===== config.mk =====
export PLATFORM = sky130hd
export DESIGN_NAME = multicycle_main_control
export DESIGN_NICKNAME = d
export VERILOG_FILES = /design/src/rtl/multicycle_main_control.sv
export SDC_FILE = /design/constraint.sdc
export NUM_CORES = 1
export LEC_CHECK = 0
export CORE_AREA = 2 2 41 43
export CTS_CLUSTER_SIZE = 20
export DETAILED_ROUTE_END_ITERATION = 8
export DIE_AREA = 0 0 43 45
export GPL_TIMING_DRIVEN = 0
export PLACE_DENSITY = 0.84
export SLEW_MARGIN = 25
export SYNTH_ARGS = -nofsm -noshare
export SYNTH_HDL_FRONTEND = slang
export SYNTH_SLANG_ARGS = --single-unit
export TNS_END_PERCENT = 20

===== constraint.sdc =====
create_clock -name clk -period 2.46 [get_ports clk]
set_input_delay 0.369 -clock clk [delete_from_list [all_inputs] [get_ports clk]]
set_output_delay 0.369 -clock clk [all_outputs]
set_load 0.01 [all_outputs]

===== src/rtl/multicycle_main_control.sv =====
// multicycle_main_control
// Main control FSM for the multicycle MIPS datapath. It sequences the
// fetch, decode, execute, memory and writeback steps. It drives every
// datapath enable and mux select, and produces the 2-bit alu_op that the
// ALU-control decoder consumes.
//
// The FSM is Moore style: outputs decode from the state register only.
// The exception is FETCH, where mem_ready qualifies ir_write and pc_write,
// so the instruction register and PC load only when the fetch completes.
//
// Optional feature, enabled by defining the macro BNE_SUPPORT_EN:
//   - adds the bne opcode (000101) and the BNEQ state (encoding 12);
//   - adds the branch_ne output, a PC load qualified by !zero.
// When the macro is undefined, 000101 decodes as an illegal opcode and the
// branch_ne port does not exist.
module multicycle_main_control #(
  parameter logic [3:0] RESET_STATE = 4'd0,
  parameter int         OPCODE_W    = 6
) (
  input  logic                clk,
  input  logic                reset,
  input  logic [OPCODE_W-1:0] opcode,
  input  logic                mem_ready,
  output logic                pc_write,
  output logic                branch,
  output logic                iord,
  output logic                mem_read,
  output logic                mem_write,
  output logic                ir_write,
  output logic                reg_dst,
  output logic                mem_to_reg,
  output logic                reg_write,
  output logic                alu_src_a,
  output logic [1:0]          alu_src_b,
  output logic [1:0]          pc_src,
  output logic [1:0]          alu_op,
  output logic                illegal_op,
`ifdef BNE_SUPPORT_EN
  output logic                branch_ne,
`endif
  output logic [3:0]          state_o
);

  // State encodings
  localparam logic [3:0] S_FETCH    = 4'd0;
  localparam logic [3:0] S_DECODE   = 4'd1;
  localparam logic [3:0] S_MEMADR   = 4'd2;
  localparam logic [3:0] S_MEMREAD  = 4'd3;
  localparam logic [3:0] S_MEMWB    = 4'd4;
  localparam logic [3:0] S_MEMWRITE = 4'd5;
  localparam logic [3:0] S_EXECUTE  = 4'd6;
  localparam logic [3:0] S_ALUWB    = 4'd7;
  localparam logic [3:0] S_BRANCH   = 4'd8;
  localparam logic [3:0] S_ADDIEX   = 4'd9;
  localparam logic [3:0] S_ADDIWB   = 4'd10;
  localparam logic [3:0] S_JUMP     = 4'd11;
`ifdef BNE_SUPPORT_EN
  localparam logic [3:0] S_BNEQ     = 4'd12;
`endif

  // Opcode values (instr[31:26])
  localparam logic [OPCODE_W-1:0] OP_RTYPE = 6'b000000;
  localparam logic [OPCODE_W-1:0] OP_LW    = 6'b100011;
  localparam logic [OPCODE_W-1:0] OP_SW    = 6'b101011;
  localparam logic [OPCODE_W-1:0] OP_BEQ   = 6'b000100;
  localparam logic [OPCODE_W-1:0] OP_ADDI  = 6'b001000;
  localparam logic [OPCODE_W-1:0] OP_J     = 6'b000010;
`ifdef BNE_SUPPORT_EN
  localparam logic [OPCODE_W-1:0] OP_BNE   = 6'b000101;
`endif

  // ALU operation codes for the ALU-control decoder
  localparam logic [1:0] ALUOP_ADD  = 2'b00;
  localparam logic [1:0] ALUOP_SUB  = 2'b01;
  localparam logic [1:0] ALUOP_FUNC = 2'b10;

  // ALU B operand selects
  localparam logic [1:0] SRCB_REG   = 2'b00;
  localparam logic [1:0] SRCB_FOUR  = 2'b01;
  localparam logic [1:0] SRCB_SEXT  = 2'b10;
  localparam logic [1:0] SRCB_SEXT2 = 2'b11;

  // PC source selects
  localparam logic [1:0] PCSRC_ALU    = 2'b00;
  localparam logic [1:0] PCSRC_ALUOUT = 2'b01;
  localparam logic [1:0] PCSRC_JUMP   = 2'b10;

  logic [3:0] r_state;
  logic       r_illegal;
  logic [3:0] w_next_state;
  logic       w_illegal_next;

  // State register and the one-cycle illegal-opcode flag
  always_ff @(posedge clk) begin
    if (reset) begin
      r_state   <= RESET_STATE;
      r_illegal <= 1'b0;
    end else begin
      r_state   <= w_next_state;
      r_illegal <= w_illegal_next;
    end
  end

  // Next-state decode; opcode is consulted only in DECODE and MEMADR
  always_comb begin
    w_next_state   = S_FETCH;
    w_illegal_next = 1'b0;
    case (r_state)
      S_FETCH:    w_next_state = mem_ready ? S_DECODE : S_FETCH;
      S_DECODE: begin
        case (opcode)
          OP_LW,
          OP_SW:    w_next_state = S_MEMADR;
          OP_RTYPE: w_next_state = S_EXECUTE;
          OP_BEQ:   w_next_state = S_BRANCH;
          OP_ADDI:  w_next_state = S_ADDIEX;
          OP_J:     w_next_state = S_JUMP;
`ifdef BNE_SUPPORT_EN
          OP_BNE:   w_next_state = S_BNEQ;
`endif
          default: begin
            w_next_state   = S_FETCH;
            w_illegal_next = 1'b1;
          end
        endcase
      end
      // If the opcode changed to a non-memory value after DECODE, this
      // abandons the instruction quietly instead of guessing an access.
      S_MEMADR: begin
        if (opcode == OP_LW)
          w_next_state = S_MEMREAD;
        else if (opcode == OP_SW)
          w_next_state = S_MEMWRITE;
        else
          w_next_state = S_FETCH;
      end
      S_MEMREAD:  w_next_state = mem_ready ? S_MEMWB : S_MEMREAD;
      S_MEMWB:    w_next_state = S_FETCH;
      S_MEMWRITE: w_next_state = mem_ready ? S_FETCH : S_MEMWRITE;
      S_EXECUTE:  w_next_state = S_ALUWB;
      S_ALUWB:    w_next_state = S_FETCH;
      S_BRANCH:   w_next_state = S_FETCH;
      S_ADDIEX:   w_next_state = S_ADDIWB;
      S_ADDIWB:   w_next_state = S_FETCH;
      S_JUMP:     w_next_state = S_FETCH;
`ifdef BNE_SUPPORT_EN
      S_BNEQ:     w_next_state = S_FETCH;
`endif
      default:    w_next_state = S_FETCH;
    endcase
  end

  // Output decode from state; all write enables are held low while reset is high
  always_comb begin
    pc_write   = 1'b0;
    branch     = 1'b0;
    iord       = 1'b0;
    mem_read   = 1'b0;
    mem_write  = 1'b0;
    ir_write   = 1'b0;
    reg_dst    = 1'b0;
    mem_to_reg = 1'b0;
    reg_write  = 1'b0;
    alu_src_a  = 1'b0;
    alu_src_b  = SRCB_REG;
    pc_src     = PCSRC_ALU;
    alu_op     = ALUOP_ADD;
`ifdef BNE_SUPPORT_EN
    branch_ne  = 1'b0;
`endif
    case (r_state)
      S_FETCH: begin
        mem_read  = 1'b1;
        iord      = 1'b0;
        alu_src_a = 1'b0;
        alu_src_b = SRCB_FOUR;
        alu_op    = ALUOP_ADD;
        pc_src    = PCSRC_ALU;
        ir_write  = mem_ready;
        pc_write  = mem_ready;
      end
      S_DECODE: begin
        alu_src_a = 1'b0;
        alu_src_b = SRCB_SEXT2;
        alu_op    = ALUOP_ADD;
      end
      S_MEMADR: begin
        alu_src_a = 1'b1;
        alu_src_b = SRCB_SEXT;
        alu_op    = ALUOP_ADD;
      end
      S_MEMREAD: begin
        mem_read = 1'b1;
        iord     = 1'b1;
      end
      S_MEMWB: begin
        reg_write  = 1'b1;
        reg_dst    = 1'b0;
        mem_to_reg = 1'b1;
      end
      S_MEMWRITE: begin
        mem_write = 1'b1;
        iord      = 1'b1;
      end
      S_EXECUTE: begin
        alu_src_a = 1'b1;
        alu_src_b = SRCB_REG;
        alu_op    = ALUOP_FUNC;
      end
      S_ALUWB: begin
        reg_write  = 1'b1;
        reg_dst    = 1'b1;
        mem_to_reg = 1'b0;
      end
      S_BRANCH: begin
        alu_src_a = 1'b1;
        alu_src_b = SRCB_REG;
        alu_op    = ALUOP_SUB;
        branch    = 1'b1;
        pc_src    = PCSRC_ALUOUT;
      end
      S_ADDIEX: begin
        alu_src_a = 1'b1;
        alu_src_b = SRCB_SEXT;
        alu_op    = ALUOP_ADD;
      end
      S_ADDIWB: begin
        reg_write  = 1'b1;
        reg_dst    = 1'b0;
        mem_to_reg = 1'b0;
      end
      S_JUMP: begin
        pc_write = 1'b1;
        pc_src   = PCSRC_JUMP;
      end
`ifdef BNE_SUPPORT_EN
      S_BNEQ: begin
        alu_src_a = 1'b1;
        alu_src_b = SRCB_REG;
        alu_op    = ALUOP_SUB;
        branch_ne = 1'b1;
        pc_src    = PCSRC_ALUOUT;
      end
`endif
      default: begin
        pc_write = 1'b0;
      end
    endcase
    // Reset overrides the enables combinationally so nothing is written
    // even before the first clock edge has loaded the state register.
    if (reset) begin
      pc_write  = 1'b0;
      branch    = 1'b0;
      ir_write  = 1'b0;
      reg_write = 1'b0;
      mem_write = 1'b0;
      mem_read  = 1'b0;
`ifdef BNE_SUPPORT_EN
      branch_ne = 1'b0;
`endif
    end
  end

  assign state_o    = r_state;
  assign illegal_op = r_illegal;

endmodule


==> flow_summary_export.csv <==
group,metric,value,unit
critical_path,start_kind,"register",
routing,firstDrtPassIters,4,
floorplan,dieArea,0.00194,sq mm
routing,met3_length,86,um
yosys,synth_cell_types,37,
yosys,ys_warn_count,0,
routing,vias,706,
floorplan,coreArea,0.00147,sq mm
sta,max_freq,434,MHz
sta,whs,572,ps
critical_path,critPathRequiredTime,2090,ps
sta,report.final.slew_viol_count,0,
power_and_ir_drop,leakage,0.315,nW
clock_network,post_cts_buffers,0,
floorplan,num_rows,14,
sta,max_slew_margin,75.0,%
sta,rsz0062_at_grt,"no",
worst_hold_path,hold_path.class,"in -> reg",
routing,routed-wl-met2,757,um
yosys,synthArstFlopShare,0,%
routing,drt-met1-wl,673,um
clock_network,cts_resized,0,
routing,post_drt_wl_per_cell,11.9,um
routing,routed.top_layer,"met3",
routing,drc_errors,0,
yosys,synth_common_cells,"7 x a21oi_1, 7 x nor3_1, 6 x nor2_1",
floorplan,fp.dieW,43,um
yosys,synth-edff-count,0,
grt,grt_start_max_net_pins,11,
sta,worst_pin_slew,375,ps
grt,antenna_found_initial,0,
cells_and_area,drive_gt1_share,12.6,%
yosys,synth_seq_area_share,17.7,%
critical_path,worstPathMaxFanout,10,
power_and_ir_drop,powerDensity,282,mW/mm^2
place,portBuffers,28,
yosys,synth_top_area_cell,"dfxtp_1",
floorplan,start_util,38.5,%
sta,final_hold_viol_count,0,
yosys,synthTopCellsByArea,"dfxtp_1 18%, a21oi_1 6.2%, nor3_1 6.2%, nand2b_1 5.5%, nor2_1 4.0%",
sta,fin_skew,4.81,ps
yosys,synth_top_area_share,17.7,%
floorplan,fp.dieH,45,um
power_and_ir_drop,ir_worst_vdd,0.374,mV
routing,vias_per_cell,5.56,
routing,wl,1.52,mm
cells_and_area,final_util,60.7,%
sta,fin_tns_setup,0,ps
grt,grt_pass1_wl,2.41,mm
clock_network,postCtsHoldBufs,0,
clock_network,clkSinkCount,5,
power_and_ir_drop,total_power,0.252,mW
clock_network,path_clk_slew,40,ps
sta,setup_viol,0,
routing,antenna_left,0,
routing,dr.first_iter.drc_count,20,
critical_path,arrival,1940,ps
cells_and_area,areaGrowthSynthToFinish,57.6,%
cells_and_area,diodes,0,
clock_network,cts_inserted_buffers,3,
cells_and_area,fillers,136,
critical_path,worstSetupEndpointType,"primary output",
clock_network,root_buffer,"clkbuf_4",
run_status,status,"finished, final reports clean",
yosys,syn_inst,79,
clock_network,clockBufferDepth,2,
yosys,syn_area,567,sq um
grt,grt_pass1_vias,612,
yosys,syn_nets,88,
grt,grt-ovfl-total,0,
sta,finalCritPeriodShare,93.7,%
yosys,syn_avg_cell_area,7.17,sq um
place,dp_hpwl,1.21,mm
clock_network,cts_max_level,1,
cells_and_area,nNetsFinal,121,
critical_path,worstSetupPathType,"reg -> out",
clock_network,clock_latency,240,ps
grt,grt_usage,16.0,%
place,place_congestion,0.891,
yosys,synthFlopType,"dfxtp_1",
yosys,ys_ff_latch,5,
floorplan,io_pins,30,
sta,fin_crit,2310,ps
flow_run,cap_violations,0,
clock_network,cts_tree,"yes",
metrics by stage:
| step | cells | instance area [sq um] | setup WS, ps |
|---|---|---|---|
| floorplan | 79 | 567 | 901 |
| global placement | 123 | 867 | 296 |
| detailed placement | 123 | 867 | 304 |
| CTS | 127 | 893 | 143 |
| global route | 127 | 893 | 46.7 |
| finish | 127 | 893 | 154 |
critical path, stage by stage, from the launching register on:
cell,delay (ps)
dfxtp_1,320
buf_2,180
nand2b_1,250
or2_1,280
a21oi_1,120
clkdlybuf4s50_1,550
kinds of logic after synthesis:
family                 after synthesis  synth area share [%]
AND/OR/NAND/NOR                     42                  41.5
AO/OA/AOI/OAI                       21                  28.9
buffers and inverters                8                  7.28
flip-flops                           5                  17.7
XOR/XNOR                             3                  4.64
power breakdown:
group	switching, mW	internal (mW)	total [mW]
clock	0.0336	0.0613	0.0950
combinational	0.0347	0.0370	0.0716
sequential	0.00204	0.0834	0.0854
total	0.0703	0.182	0.252
per-layer routing:
layer / global-route usage, % / vias up
met4: 0.606 / 0
met1: 19.2 / 325
li1: - / 359
met3: 5.20 / 0
met5: 0 / -
met2: 29.7 / 22
worst paths after layout:
kind	cells after the start	end	slack, ps	startpoint
worst max-delay path	5	pc_write	150	state_o[2]$_SDFF_PP0_
worst min-delay path	2	state_o[3]$_SDFF_PP0_	570	reset
worst max register to register	4	state_o[0]$_SDFF_PP0_	1110	state_o[1]$_SDFF_PP0_
worst min register to register	3	state_o[2]$_SDFF_PP0_	620	state_o[2]$_SDFF_PP0_
area by class of cell:
class                   count  area (sq um)  share of cell area, %
repair buffers             28           280                   31.4
multi-input cells          66           425                   47.6
plain buffers               6          33.8                   3.78
flip-flops and latches      5           100                   11.2
well taps                  16          20.0                   2.24
inverters                   2          7.51                  0.840
clock buffers               4          26.3                   2.94
flip-flops by register name (all words and copies together) (netlist names):
signal / flops
illegal_op: 1
state_o: 4
cells in the final DEF (no fill, tap or decap), drive strengths merged, types with 4 or more instances in the layout:
| cell | instances |
|---|---|
| nand2b | 5 |
| a21oi | 7 |
| clkbuf | 4 |
| buf | 6 |
| nand3 | 4 |
| clkdlybuf4s50 | 28 |
| dfxtp | 5 |
| nor2 | 7 |
| nand2 | 5 |
| nor3 | 7 |
No activity file was read; power rests on OpenSTA's default activity.
